==> src/rtl/risc_controller.sv <==
// risc_controller: eight-phase VeriRISC instruction sequencer (opcode + zero -> control strobes).
// Latency: strobes are a combinational decode of (phase, opcode, zero); phase advances once per clock.
// Backpressure: none; the sequencer free-runs and external logic gates the clock to stall it.
//
// Ports:
//   clk_i       rising-edge clock
//   rst_i       asynchronous active-high reset, forces phase 0
//   opcode_i    opcode from the instruction register (same encoding as alu)
//   zero_i      a_is_zero from alu, only looked at in the ALU_OP phase
//   phase_o     current phase 0..7
//   sel_o       memory address source: 1 = PC, 0 = IR operand
//   rd_o/wr_o   memory read / write strobes
//   ld_ir_o     instruction register load
//   halt_o      halt indication
//   inc_pc_o    PC increment
//   ld_ac_o     accumulator load
//   ld_pc_o     PC load from IR operand
//   data_e_o    drive accumulator onto the data bus
//
// Build option RISC_CTRL_HALT_HOLD_EN: when defined, HLT freezes the sequencer in
// phase 4 with halt held high until reset; otherwise halt is a one-cycle pulse.
// OPCODE_WIDTH must stay 3 (matches the 8-bit alu); other values are unsupported.

module risc_controller #(
    parameter int OPCODE_WIDTH = 3
) (
    input  logic                    clk_i,
    input  logic                    rst_i,
    input  logic [OPCODE_WIDTH-1:0] opcode_i,
    input  logic                    zero_i,
    output logic [2:0]              phase_o,
    output logic                    sel_o,
    output logic                    rd_o,
    output logic                    ld_ir_o,
    output logic                    halt_o,
    output logic                    inc_pc_o,
    output logic                    ld_ac_o,
    output logic                    ld_pc_o,
    output logic                    wr_o,
    output logic                    data_e_o
);

    typedef enum logic [2:0] {
        PH_INST_ADDR  = 3'd0,
        PH_INST_FETCH = 3'd1,
        PH_INST_LOAD  = 3'd2,
        PH_IDLE       = 3'd3,
        PH_OP_ADDR    = 3'd4,
        PH_OP_FETCH   = 3'd5,
        PH_ALU_OP     = 3'd6,
        PH_STORE      = 3'd7
    } phase_e;

    localparam logic [OPCODE_WIDTH-1:0] OP_HLT = OPCODE_WIDTH'(3'b000);
    localparam logic [OPCODE_WIDTH-1:0] OP_SKZ = OPCODE_WIDTH'(3'b001);
    localparam logic [OPCODE_WIDTH-1:0] OP_ADD = OPCODE_WIDTH'(3'b010);
    localparam logic [OPCODE_WIDTH-1:0] OP_AND = OPCODE_WIDTH'(3'b011);
    localparam logic [OPCODE_WIDTH-1:0] OP_XOR = OPCODE_WIDTH'(3'b100);
    localparam logic [OPCODE_WIDTH-1:0] OP_LDA = OPCODE_WIDTH'(3'b101);
    localparam logic [OPCODE_WIDTH-1:0] OP_STO = OPCODE_WIDTH'(3'b110);
    localparam logic [OPCODE_WIDTH-1:0] OP_JMP = OPCODE_WIDTH'(3'b111);

    phase_e phase_q, phase_d;

    logic is_hlt, is_skz, is_aluop, is_sto, is_jmp;

    assign is_hlt   = (opcode_i == OP_HLT);
    assign is_skz   = (opcode_i == OP_SKZ);
    assign is_sto   = (opcode_i == OP_STO);
    assign is_jmp   = (opcode_i == OP_JMP);
    // Opcodes whose result lands in the accumulator, so the operand must be read.
    assign is_aluop = (opcode_i == OP_ADD) || (opcode_i == OP_AND) ||
                      (opcode_i == OP_XOR) || (opcode_i == OP_LDA);

    assign phase_o = phase_q;

    always_ff @(posedge clk_i or posedge rst_i) begin
        if (rst_i) begin
            phase_q <= PH_INST_ADDR;
        end else begin
            phase_q <= phase_d;
        end
    end

`ifdef RISC_CTRL_HALT_HOLD_EN
    // Set on the first cycle of a frozen HLT so the PC increments only once.
    logic entered_q, entered_d;

    always_ff @(posedge clk_i or posedge rst_i) begin
        if (rst_i) begin
            entered_q <= 1'b0;
        end else begin
            entered_q <= entered_d;
        end
    end
`endif

    always_comb begin
        phase_d  = phase_e'(phase_q + 3'd1);  // 7 wraps to 0
`ifdef RISC_CTRL_HALT_HOLD_EN
        entered_d = entered_q;
`endif
        sel_o    = 1'b0;
        rd_o     = 1'b0;
        ld_ir_o  = 1'b0;
        halt_o   = 1'b0;
        inc_pc_o = 1'b0;
        ld_ac_o  = 1'b0;
        ld_pc_o  = 1'b0;
        wr_o     = 1'b0;
        data_e_o = 1'b0;

        case (phase_q)
            PH_INST_ADDR: begin
                sel_o = 1'b1;
            end
            PH_INST_FETCH: begin
                sel_o = 1'b1;
                rd_o  = 1'b1;
            end
            PH_INST_LOAD, PH_IDLE: begin
                sel_o   = 1'b1;
                rd_o    = 1'b1;
                ld_ir_o = 1'b1;
            end
            PH_OP_ADDR: begin
                halt_o = is_hlt;
`ifdef RISC_CTRL_HALT_HOLD_EN
                inc_pc_o = !entered_q;
                if (is_hlt) begin
                    phase_d   = phase_q;
                    entered_d = 1'b1;
                end
`else
                inc_pc_o = 1'b1;
`endif
            end
            PH_OP_FETCH: begin
                rd_o = is_aluop;
            end
            PH_ALU_OP: begin
                rd_o     = is_aluop;
                inc_pc_o = is_skz && zero_i;  // the skip: second PC increment
                ld_pc_o  = is_jmp;
                data_e_o = is_sto;
            end
            PH_STORE: begin
                rd_o     = is_aluop;
                ld_ac_o  = is_aluop;
                ld_pc_o  = is_jmp;
                data_e_o = is_sto;
                wr_o     = is_sto;
            end
            default: begin
            end
        endcase
    end

endmodule

==> config.mk <==
export PLATFORM = sky130hd
export DESIGN_NAME = risc_controller
export DESIGN_NICKNAME = d
export VERILOG_FILES = /design/src/rtl/risc_controller.sv
export SDC_FILE = /design/constraint.sdc
export NUM_CORES = 1
export LEC_CHECK = 0
export BUFFER_PORTS_ARGS = -buffer_cell sky130_fd_sc_hd__buf_2
export CAP_MARGIN = 20
export CELL_PAD_IN_SITES_DETAIL_PLACEMENT = 1
export CELL_PAD_IN_SITES_GLOBAL_PLACEMENT = 1
export CORE_AREA = 2 2 39 41
export DETAILED_ROUTE_END_ITERATION = 6
export DIE_AREA = 0 0 41 43
export PLACE_DENSITY = 0.66
export SLEW_MARGIN = 10
export SYNTH_ARGS = -nofsm -noshare
export SYNTH_HDL_FRONTEND = slang
export SYNTH_SLANG_ARGS = --single-unit
==> constraint.sdc <==
create_clock -name clk_i -period 1.4 [get_ports clk_i]
set_input_delay 0.35 -clock clk_i [delete_from_list [all_inputs] [get_ports clk_i]]
set_output_delay 0.35 -clock clk_i [all_outputs]
set_load 0.005 [all_outputs]
## Word-level counts from Yosys, hierarchy flattened

Cells that the tools add are included.

- Register bits after elaboration: 3
- Output and inout port bits: 12
- Logic and storage cells: 36

- Add/sub/neg operators: 1
- Eq/ne operators: 14
- Multiplexer cells: 9
- Reductions and logical operators: 11

Operator list:

| operator | count |
|---|---|
| $eq 3x3->1 const B | 8 |
| $eq 3x2->1 const B | 4 |
| $mux 1 | 7 |
| $eq 3x1->1 const B | 2 |
| $logic_not 3->1 | 2 |
| $reduce_or 3->1 | 2 |
| $pmux 1 s2 | 2 |
| $reduce_or 2->1 | 2 |
| $reduce_or 4->1 | 1 |
| $add 3x1->3 const B | 1 |
| $logic_or 1x1->1 | 3 |
| $logic_and 1x1->1 | 1 |

## Logic depth before layout (Yosys ltp)

- Depth in word-level cells: 5
- Gate-level depth with buffers: 4
- Gate-level depth less buffers: 4

## Worst setup path after synthesis

Ideal clock, no wire load.

- Path kind: reg2out
- Start: register phase_q[0] (netlist: phase_o[0])
- End: output sel_o
- Arrival time: 1.130 ns
- Required time: 1.050 ns
- Setup slack: -0.080 ns
- Stages on the path, launching flop included: 5
- Cell sequence: dfrtp_1 -> ha_1 -> ha_1 -> a21o_1 -> o21bai_1

- Cells in the longest elaborated chain, start to end: 3

Ends and longest elaborated chain:

| element | RTL line | source |
|---|---|---|
| from (decl) | 63 | `phase_e phase_q, phase_d;` |
| from (signal assigned) | 81 | `phase_q <= phase_d;` |
| $eq 3x2->1 (tied with other cells) | 113 | `case (phase_q)` |
| $reduce_or 4->1 (no line) (*) | n/a |  |
| $mux 1 (*) | 113 |  |
| to (decl) | 32 | `output logic sel_o,` |

Every way passes the cells marked *; elsewhere a longest branch is shown, timed or not.

## Worst setup path in the final report

Same ends and word-level chain as after synthesis.

==> flow_summary.ini <==
[clock_tree]
cts_buffer_depth = 2
cts_root_buffer = clkbuf_4
h-tree-depth = 1
cts.sinks = 3
clk_latency_ps = 230
clkTransAtPathRegs_ps = 40
cts_buffers = 3
cts_tree = done

[floorplan]
start_util_pct = 20.8
die_y_um = 43
core_region_area_um2 = 1380
ios = 18
rows = 14
die_area_um2 = 1760
die_w_um = 41

[final_layout]
largest_register_ff_count = 3
register_area_um2 = 76.3
antenna_cells = 0
syn_to_final_growth_pct = 115
drive_gt1_share_pct = 68.7
multi_input_area_um2 = 278
fillers = 174
fin_area_um2 = 619
utilization_pct = 44.8
layout.nets = 81

[global_routing]
grt_first_pass_wirelength_um = 1650
grt_pass1_vias = 386
antenna_found_initial = 0
grt.total_usage_pct = 14.2
grt-ovfl-total = 0
grt_start_max_net_pins = 6

[placed_design]
dp_slack_ps = -176
gp_congestion = 0.592
dp_hpwl_um = 844
port_buffers = 17
place_area_um2 = 483

[sta]
maxSlewViolCount = 0
fin_worst_skew_ps = 2.59
setup_violations = 9
min_period_over_period_pct = 127
relSlewSlack_pct = 84.6
fin_tns_setup_ps = -2860
hold_viol = 0
worst_slew_pin_slew_ps = 230
period_minus_slack_ps = 1780
fmax_mhz = 561
whs_ps = 530
layout_setup_ws_ps = -381
rsz0062_at_grt = yes

[setup_path]
cp-start-kind = flop
r2r_start = phase_o[0]$_DFF_PP0_
ff2ff_setup_slack_ps = 390
crit_fanout = 4
worstSetupPathType = flop to output pin
arrival_ps = 1430
cp.required_ps = 1050
cp-startpoint = phase_o[0]$_DFF_PP0_
worstSetupEndpointType = output pin

[synth]
synth_edf_count = 0
synth_top_area_cell = ha_1
synth_top_area_share_pct = 30.4
ys_seq_area_share_pct = 26.1
syn_area_um2 = 288
yosysMostFrequentCell = ha_1
synth_cell_types = 15
yosys-top-cells-count = ha_1, inv_1, a21oi_1, dfrtp_1, nor2_1
synth_seq_cells = 3
synthTopCellsByArea = ha_1, dfrtp_1, inv_1
syn_inst = 33
syn_nets = 46
syn_area_per_cell_um2 = 8.72
ys_warn_count = 0
synth_flop_cell = dfrtp_1
ys_async_sr_fraction_pct = 100

[worst_hold_path]
worst_hold_path_type = input pin to asynchronous set/reset pin

[flow_run]
maxCapViolCount = 0

[drt]
drt_wl_total_um = 1050
vias = 358
final_antenna_net_count = 0
viasPerCell = 4.31
dr.pass1.iters = 1
drtIter0Drc = 0
drc_errors = 0
wl_per_cell_um = 12.7

[power_and_ir_drop]
powerDensity_nw_per_um2 = 426
vdd_drop_max_mv = 0.336
cellLeakagePower_nw = 0.312

[outcome]
status = complete, but fails checks
violations = setup timing
-- layout make-up --
| cell class | count | area share (%) |
|---|---|---|
| Multi-Input combinational cell | 25 | 44.8 |
| Timing Repair Buffer | 30 | 31.5 |
| Sequential cell | 3 | 12.3 |
| Clock buffer | 4 | 4.24 |
| Inverter | 5 | 3.84 |
| Tap cell | 16 | 3.23 |
-- critical path: stages (launching register included) --
cell and delay, ps:
dfrtp_2 430, ha_4 180, ha_4 150, a21o_1 160
o21bai_1 150, buf_2 120
-- layout by cell type, fill, tap and decap left out, types with 2 or more instances in the layout --
cell      count
clkbuf_4      3
buf_6         2
a21oi_1       2
buf_4        11
inv_1         3
buf_2        16
dfrtp_1       2
ha_4          5
nor2_1        3
-- worst paths after layout --
path                                   endpoint  cells past startpoint
max                                       sel_o                      5
min reg2reg                phase_o[0]$_DFF_PP0_                      2
min in group clk_i         phase_o[0]$_DFF_PP0_                      2
max in group asynchronous  phase_o[0]$_DFF_PP0_                      3
min                        phase_o[2]$_DFF_PP0_                      3
max reg2reg                phase_o[2]$_DFF_PP0_                      3
-- repair_timing --
| action | in CTS | in global routing |
|---|---|---|
| pin swaps | 4 | 1 |
| gates resized for setup | 18 | 1 |
| setup buffers | 2 | 0 |
| cloned | 0 | 0 |
| hold buffers | 1 | 0 |
| endpoints found under the hold margin | 3 | 0 |
| setup endpoints to repair | 9 | 9 |
-- report_power, final --
group	switching (mW)	total (mW)	internal [mW]
clock	0.0426	0.149	0.107
sequential	0	0.0872	0.0872
combinational	0.0145	0.0276	0.0131
-- layer usage --
layer,vias to the layer above,share of wire (%),track usage (%)
met2,16,59,28.4
met5,-,0,0
met4,0,0,8.00
met1,164,34,12.2
met3,0,6.8,0
li1,178,-,-
-- cell families (layout without fill, tap and decap cells) --
group | count (synthesis) | after routing | share of synthesized area, %
adder cells (fa/ha/maj) | 7 | 7 | 30.4
AO/OA/AOI/OAI | 7 | 7 | 15.7
flip-flops | 3 | 3 | 26.1
buffers and inverters | 5 | 39 | 6.52
XOR/XNOR | 1 | 1 | 3.04
AND/OR/NAND/NOR | 10 | 10 | 18.3
-- stage by stage --
| stage | power [mW] | cells |
|---|---|---|
| after floorplan | 0.0952 | 33 |
| after global routing | 0.279 | 83 |
| final | 0.264 | 83 |
| after global placement | 0.112 | 76 |
| after detailed placement | 0.113 | 76 |
| after CTS | 0.273 | 83 |
Power figures use the tool's default switching activity.
